### src/rtl/seg_display_decoder_if.sv
// seg_display_decoder_if: multiplexed 7-segment display inputs and captured-frame outputs
// of seg_display_decoder.
interface seg_display_decoder_if;
   logic [6:0]  segmentDisplay;
   logic [3:0]  an;
   logic        dp;
   logic [15:0] digits;
   logic [13:0] value;
   logic        valid;
   logic        frame_err;
   modport master (output segmentDisplay, an, dp, input digits, value, valid, frame_err);
   modport slave (input segmentDisplay, an, dp, output digits, value, valid, frame_err);
endinterface

### src/rtl/seg_display_decoder.sv
// seg_display_decoder: rebuilds a 4-digit BCD/binary frame by sniffing a multiplexed 7-seg display.
// Optional SEG_DECODER_DP_CHECK_EN: a lit decimal point at capture marks the frame erroneous.
module seg_display_decoder #(
   parameter int STABLE_CYCLES = 4
) (
   input logic clk,
   input logic reset,
   seg_display_decoder_if.slave bus
);
   typedef enum logic [1:0] {IDLE, SETTLE, HOLD, EMIT} state_t;
`ifdef SEG_DECODER_DP_CHECK_EN
   localparam int W = 12;
   logic [W-1:0] cur;
   logic dp_err;
   assign cur = {bus.an, bus.segmentDisplay, bus.dp};
   assign dp_err = ~bus.dp;
`else
   localparam int W = 11;
   logic [W-1:0] cur;
   logic dp_err;
   assign cur = {bus.an, bus.segmentDisplay};
   assign dp_err = 1'b0;
`endif
   state_t state;
   logic [7:0] cnt;
   logic [W-1:0] lat;
   logic [3:0] cap, err, sel;
   logic [15:0] dreg;
   logic [4:0] dv;
   logic [1:0] slot;
   logic an_ok, stable;
   function automatic logic [4:0] seg_dec(input logic [6:0] s);
      case (s)
         7'b1000000: seg_dec = 5'd0;
         7'b1111001: seg_dec = 5'd1;
         7'b0100100: seg_dec = 5'd2;
         7'b0110000: seg_dec = 5'd3;
         7'b0011001: seg_dec = 5'd4;
         7'b0010010: seg_dec = 5'd5;
         7'b0000010: seg_dec = 5'd6;
         7'b1111000: seg_dec = 5'd7;
         7'b0000000: seg_dec = 5'd8;
         7'b0010000: seg_dec = 5'd9;
         default:    seg_dec = 5'b10000;
      endcase
   endfunction
   always_comb begin
      an_ok = (bus.an == 4'b1110) || (bus.an == 4'b1101) || (bus.an == 4'b1011) || (bus.an == 4'b0111);
      sel = ~bus.an;
      slot = !bus.an[0] ? 2'd0 : !bus.an[1] ? 2'd1 : !bus.an[2] ? 2'd2 : 2'd3;
      dv = seg_dec(bus.segmentDisplay);
      stable = (cur == lat) && (cnt + 8'd1 == 8'(STABLE_CYCLES));
   end
   always_ff @(posedge clk) begin
      if (reset) begin
         state <= IDLE;
         cnt <= '0;
         lat <= '0;
         cap <= '0;
         err <= '0;
         dreg <= '0;
         bus.digits <= '0;
         bus.value <= '0;
         bus.valid <= 1'b0;
         bus.frame_err <= 1'b0;
      end else begin
         bus.valid <= 1'b0;
         case (state)
            IDLE: if (an_ok) begin
               lat <= cur;
               cnt <= 8'd1;
               state <= SETTLE;
            end
            SETTLE, HOLD: if (cur != lat) begin
               lat <= cur;
               cnt <= 8'd1;
               state <= an_ok ? SETTLE : IDLE;
            end else if (state == SETTLE) begin
               cnt <= cnt + 8'd1;
               if (stable) begin
                  dreg[{slot, 2'b00} +: 4] <= dv[3:0];
                  cap[slot] <= 1'b1;
                  err[slot] <= dv[4] | dp_err;
                  // completing the frame skips HOLD so valid lands one clock after this capture
                  state <= ((cap | sel) == 4'hf) ? EMIT : HOLD;
               end
            end
            EMIT: begin
               bus.digits <= dreg;
               bus.value <= 14'(dreg[15:12]) * 14'd1000 + 14'(dreg[11:8]) * 14'd100
                          + 14'(dreg[7:4]) * 14'd10 + 14'(dreg[3:0]);
               bus.frame_err <= |err;
               bus.valid <= 1'b1;
               cap <= '0;
               err <= '0;
               state <= IDLE;
            end
            default: state <= IDLE;
         endcase
      end
   end
endmodule

### src/flat_wrapper.sv
// flat-port wrapper written by rule: the top's interface ports become plain ports
module seg_display_decoder_flat 
#(
   parameter int STABLE_CYCLES = 4
)
  (clk, reset, bus_segmentDisplay, bus_an, bus_dp, bus_digits, bus_value, bus_valid, bus_frame_err);
  seg_display_decoder_if bus_i ();
  input logic clk;
  input logic reset;
  input wire logic [$bits(bus_i.segmentDisplay)-1:0] bus_segmentDisplay;
  input wire logic [$bits(bus_i.an)-1:0] bus_an;
  input wire logic [$bits(bus_i.dp)-1:0] bus_dp;
  output wire logic [$bits(bus_i.digits)-1:0] bus_digits;
  output wire logic [$bits(bus_i.value)-1:0] bus_value;
  output wire logic [$bits(bus_i.valid)-1:0] bus_valid;
  output wire logic [$bits(bus_i.frame_err)-1:0] bus_frame_err;
  assign bus_i.segmentDisplay = bus_segmentDisplay;
  assign bus_i.an = bus_an;
  assign bus_i.dp = bus_dp;
  assign bus_digits = bus_i.digits;
  assign bus_value = bus_i.value;
  assign bus_valid = bus_i.valid;
  assign bus_frame_err = bus_i.frame_err;
  seg_display_decoder #(.STABLE_CYCLES(STABLE_CYCLES)) u_core (.clk(clk), .reset(reset), .bus(bus_i));
endmodule
### config.mk
export PLATFORM = sky130hd
export DESIGN_NAME = seg_display_decoder_flat
export DESIGN_NICKNAME = d
export VERILOG_FILES = /design/src/rtl/seg_display_decoder_if.sv /design/src/rtl/seg_display_decoder.sv /design/src/flat_wrapper.sv
export SDC_FILE = /design/constraint.sdc
export NUM_CORES = 1
export LEC_CHECK = 0
export CAP_MARGIN = 20
export CELL_PAD_IN_SITES_DETAIL_PLACEMENT = 1
export CELL_PAD_IN_SITES_GLOBAL_PLACEMENT = 1
export CORE_MARGIN = 1.5
export CORE_UTILIZATION = 40
export DETAILED_ROUTE_END_ITERATION = 10
export PLACE_DENSITY_LB_ADDON = 0.25
export SLEW_MARGIN = 10
export SYNTH_ARGS = -nofsm -noshare
export SYNTH_HDL_FRONTEND = slang
export SYNTH_SLANG_ARGS = --single-unit
### constraint.sdc
create_clock -name clk -period 6.3 [get_ports clk]
set_input_delay 0.945 -clock clk [delete_from_list [all_inputs] [get_ports clk]]
set_output_delay 0.945 -clock clk [all_outputs]
set_load 0.01 [all_outputs]
=== Yosys cells after proc, flatten, opt, wreduce, memory -nomap -nowiden ===
Cells that the tools add are included.

* Bits in registers: 77
* Latch bits: 0
* RAM bits: 0
* ROM bits: 0
* Output and inout bits: 32
* Memories: 0

* Add/subtract/negate cells: 5
* Multipliers: 3
* Divide/modulo/power cells: 0
* $lt $le $gt $ge: 2
* Equal/unequal tests: 27
* Shifts and indexed selects: 2
* Muxes and demuxes: 31
* Bitwise operators: 4
* Reductions and logical operators: 16

{| class="wikitable"
|+ Operators with widths
! cell !! number
|-
| one-hot mux 5 bit (10 select lines) || 1
|-
| two-way mux 4 bit || 6
|-
| two-way mux 8 bit || 3
|-
| two-way mux 11 bit || 2
|-
| one-hot mux 11 bit (2 select lines) || 1
|-
| equality test 7 x 5 -> 1 bit, second input constant || 3
|-
| equality test 7 bit, second input constant || 3
|-
| bitwise mux 16 bit || 1
|-
| equality test 4 bit, second input constant || 4
|-
| one-hot mux 4 bit (2 select lines) || 2
|-
| one-hot mux 8 bit (2 select lines) || 1
|-
| variable shift 4 x 6 -> 16 bit, first input constant || 1
|-
| indexed part select 4 x 6 -> 16 bit || 1
|-
| adder 14 x 11 -> 14 bit || 1
|-
| adder 14 x 4 -> 14 bit || 1
|-
| adder 14 x 8 -> 14 bit || 1
|-
| equality test 7 x 6 -> 1 bit, second input constant || 2
|-
| two-way mux 2 bit || 6
|-
| equality test 11 bit || 1
|-
| multiplier 4 x 7 -> 11 bit, second input constant || 1
|-
| inequality test 11 bit || 1
|-
| multiplier 4 x 5 -> 9 bit, second input constant || 1
|-
| AND reduction 3 bit || 3
|-
| adder 8 x 1 -> 8 bit, second input constant || 1
|-
| other kinds (27) || 42
|}

=== Depth between registers and ports, before layout ===
* Depth after elaboration: 12
* Gate-level depth with buffers: 17

=== Worst setup path before layout ===
OpenSTA, ideal clock, no wires.

* Kind: register to register
* Start point: register u_core.dreg[14]
* End point: register u_core.bus.value[13]
* Arrival: 4.104 ns
* Required time: 6.178 ns
* Setup slack: 2.075 ns
* Cell stages (with the launch flop): 17
* Path buffers: 0
* Period minus slack after synthesis: 4.225 ns
* Cell sequence: dfxtp_1 > fa_1 > inv_1 > fa_1 > inv_1 > ha_1 > a21o_1 > a21oi_1 > xnor2_1 > ha_1 > ha_1 > ha_1 > a21oi_1 > nand2_1 > o2111ai_1 > a21oi_1 > a221o_1

* Longest elaborated chain between the ends: 4

{| class="wikitable"
|+ Ends and longest elaborated chain
! element !! line !! RTL
|-
| start, declared || seg_display_decoder.sv:28 || <nowiki>logic [15:0] dreg;</nowiki>
|-
| start signal, assigned by index || seg_display_decoder.sv:81 || <nowiki>dreg[{slot, 2'b00} +: 4] <= dv[3:0];</nowiki>
|-
| multiplier 4 x 7 -> 11 bit || seg_display_decoder.sv:90 || <nowiki>bus.value <= 14'(dreg[15:12]) * 14'd1000 + 14'(dreg[11:8]) * 14'd100</nowiki>
|-
| adder 14 x 11 -> 14 bit || seg_display_decoder.sv:90 ||
|-
| adder 14 x 8 -> 14 bit || seg_display_decoder.sv:91 || <nowiki>+ 14'(dreg[7:4]) * 14'd10 + 14'(dreg[3:0]);</nowiki>
|-
| adder 14 x 4 -> 14 bit || seg_display_decoder.sv:91 ||
|-
| end signal, assigned || seg_display_decoder.sv:90 ||
|-
| end, declared || seg_display_decoder_if.sv:12 || <nowiki>modport slave (input segmentDisplay, an, dp, output digits, value, valid, frame_err);</nowiki>
|}

No other way between the ends.
A chain may end at the register's enable or synchronous reset.

=== Worst setup path in the final report ===
Same ends and word-level chain as after synthesis.

==> results.sh <==
export IMPL_via_per_inst=5.25
export IMPL_cts_max_path_buffers=2
export IMPL_total_power_mw=1.22
export IMPL_final_cells=823
export IMPL_powerDensity_nw_per_um2=196
export IMPL_holdBufCountCts=0
export IMPL_combPwrFrac_pct=9.8
export IMPL_ir_worst_vdd_v=0.000131
export IMPL_ys_seq_area_share_pct=28.5
export IMPL_fin_area_um2=6250
export IMPL_grt_pass1_wl_um=22100
export IMPL_critPathCaptureType="register"
export IMPL_fillers=1552
export IMPL_maxCapViolCount=0
export IMPL_worst_slew_pin_transition_ns=0.865
export IMPL_synthMostInstantiatedCell="dfxtp_1"
export IMPL_path_cells="fa_1, inv_1, fa_1, inv_1, ha_1, a21o_1, a21oi_1, xnor2_1, ha_1, ha_1, ha_1, a21oi_1, nand2_1, o2111ai_1, a21oi_1, a221o_1"
export IMPL_core_region_area_um2=13100
export IMPL_min_delay_start="u_core.lat[0]"
export IMPL_port_buffers=44
export IMPL_cpMostUsedCell="ha_1"
export IMPL_nNetsFinal=737
export IMPL_cts_buffers=9
export IMPL_synth_edf_count=0
export IMPL_intPower_uw=920
export IMPL_cts_root_buf="clkbuf_16"
export IMPL_place_ws_ns=1.66
export IMPL_dr_pass1_iters=4
export IMPL_wl_um=13100
export IMPL_synth_flop_cell="dfxtp_1"
export IMPL_ioPinCount=46
export IMPL_cts_tree="built"
export IMPL_utilization_pct=47.6
export IMPL_r2r_end="u_core.bus.value[13]"
export IMPL_critPathTopFamily="adder cells"
export IMPL_regToRegSetupSlack_ns=1.64
export IMPL_synth_top_cells_by_count="dfxtp_1 (76), ha_1 (64), nand2_1 (61)"
export IMPL_arrival_ns=4.90
export IMPL_pwr_share_clk_pct=49.2
export IMPL_clkSlewWorstSetupHoldPaths_ns=0.06
export IMPL_grt_overflow=0
export IMPL_die_x_um=119
export IMPL_post_cts_resized=0
export IMPL_rsz0062_at_grt="false"
export IMPL_period_share_pct=74.0
export IMPL_avgSynthCellArea_um2=8.76
export IMPL_gp_congestion=0.818
export IMPL_h_tree_depth=3
export IMPL_grt_max_degree=47
export IMPL_startpoint_type="register"
export IMPL_initial_core_util_pct=40.6
export IMPL_worstHoldPathType="reg2reg"
export IMPL_final_setup_tns_ns=0
export IMPL_path_buf_inv=2
export IMPL_fmax_mhz=215
export IMPL_synth_nets=704
export IMPL_wire_per_inst_um=16.0
export IMPL_cp_max_fo=8
export IMPL_cts_sinks=76
export IMPL_syn_area_um2=5340
export IMPL_area_growth_pct=17.1
export IMPL_hold_violations=0
export IMPL_placed_cell_area_um2=5910
export IMPL_ys_warn_count=0
export IMPL_rows=42
export IMPL_die_area_um2=14000
export IMPL_worst_path_largest_cell_delay_ns=0.62
export IMPL_hpwlAfterDp_um=10100
export IMPL_insertion_delay_ns=0.35
export IMPL_reg2reg_from="u_core.dreg[14]"
export IMPL_maxSlewViolCount=0
export IMPL_die_h_um=119
export IMPL_slowest_stage="fa_1"
export IMPL_yosys_top_cells_area="dfxtp_1 (29%), ha_1 (15%), mux2i_1 (6.9%)"
export IMPL_register_area_um2=1520
export IMPL_antenna_cells=0
export IMPL_post_cts_buffers=0
export IMPL_drt_iter0_drc=116
export IMPL_placed_cells=807
export IMPL_synth_async_reset_ratio_pct=0
export IMPL_pwr_share_seq_pct=41.0
export IMPL_slew_headroom_pct=41.8
export IMPL_layout_min_cycle_time_ns=4.66
export IMPL_setup_ws_ns=1.64
export IMPL_p_sw_uw=305
export IMPL_grtUsageTotal_pct=19.6
export IMPL_drcViolationCount=0
export IMPL_synth_seq_cells=76
export IMPL_fin_skew_ns=0.00869
export IMPL_status="finished clean"
export IMPL_hold_ws_ns=0.469
export IMPL_hold_path_end="u_core.lat[0]"
export IMPL_critPathKind="reg2reg"
export IMPL_antenna_found_initial=0
export IMPL_ys_types=63
export IMPL_hold_depth=2
export IMPL_reg2reg_depth=16
export IMPL_drive_above_1_share_pct=5.26
export IMPL_multi_input_area_um2=3500
export IMPL_postRouteAntennaNets=0
export IMPL_power_leakage_nw=2.76
export IMPL_via_count=4324
export IMPL_grt_pass1_vias=4583
export IMPL_required_ns=6.54
export IMPL_setup_viol=0
export IMPL_netlist_instances=609
export IMPL_yosysTopAreaCell="dfxtp_1"
export IMPL_synthDominantCellAreaShare_pct=28.5
export IMPL_p_sw_share_pct=24.9
layout make-up:
class	count	share of cell area, %
sequential	76	24.3
tap	176	3.52
inverter	55	3.30
multi-input combinational	452	55.9
clock inverter	7	1.84
timing repair buffer	48	7.45
clock buffer	9	3.60
power by group through the flow:
stage	sequential, mW	combinational [mW]	clock, mW
after floorplan	0.510	0.0849	0
after global placement	0.512	0.116	0
after detailed placement	0.513	0.121	0
after CTS	0.502	0.121	0.616
after global routing	0.503	0.133	0.638
final	0.502	0.120	0.602
per-layer routing:
layer | global-route usage [%] | vias to the layer above | wire length (µm)
li1 | - | 2172 | -
met1 | 22.7 | 2092 | 5680
met2 | 35.9 | 44 | 6960
met3 | 2.56 | 16 | 242
met4 | 8.36 | 0 | 255
met5 | 0 | - | 0
cell usage in the layout, fill, tap and decap left out, types with 6 or more instances in the layout:
cell	count
dfxtp_1	76
ha_1	63
nand2_1	61
inv_1	55
nor2_1	51
clkdlybuf4s50_1	43
mux2i_1	37
a21oi_1	34
xor2_1	18
o21ai_0	18
fa_1	17
xnor2_1	12
nand3_1	11
nor3_1	9
clkbuf_16	9
nand2b_1	8
nand4_1	8
a21o_1	6
nor4_1	6
nor3b_1	6
o211ai_1	6
worst max path at each step:
stage                    startpoint              endpoint  slack, ns  cells past startpoint
global route        u_core.dreg[14]  u_core.bus.value[13]       1.32                     16
detailed placement  u_core.dreg[14]  u_core.bus.value[13]       1.66                     16
finish              u_core.dreg[14]  u_core.bus.value[13]       1.64                     16
floorplan           u_core.dreg[14]  u_core.bus.value[13]       2.07                     16
CTS                 u_core.dreg[14]  u_core.bus.value[13]       1.59                     16
global placement    u_core.dreg[14]  u_core.bus.value[13]       1.75                     16
cells by family (layout without fill, tap and decap cells):
| family | Yosys count | count (layout) | synth area share (%) |
|---|---|---|---|
| fa+ha+maj | 81 | 81 | 21.4 |
| flops | 76 | 76 | 28.5 |
| simple gates | 194 | 194 | 18.4 |
| buf+inv | 81 | 119 | 6.03 |
| compound gates | 107 | 107 | 13.1 |
| xor+xnor | 30 | 30 | 4.92 |
| mux | 40 | 40 | 7.64 |
flip-flops by register name, indices dropped and copies added, names as in the netlist:
signal,flops
u_core.cnt,8
u_core.dreg,16
u_core.bus.frame_err,1
u_core.bus.value,14
u_core.err,4
u_core.lat,11
u_core.state,2
u_core.bus.digits,15
u_core.bus.valid,1
u_core.cap,4
worst reg2reg max path, stage by stage, from the launching register on:
cell,delay [ns]
dfxtp_1,0.41
fa_1,0.63
inv_1,0.10
fa_1,0.50
inv_1,0.04
ha_1,0.34
a21o_1,0.17
a21oi_1,0.25
xnor2_1,0.16
ha_1,0.25
ha_1,0.30
ha_1,0.35
a21oi_1,0.23
nand2_1,0.10
o2111ai_1,0.28
a21oi_1,0.11
a221o_1,0.32
(Power assumes the default switching activity.)
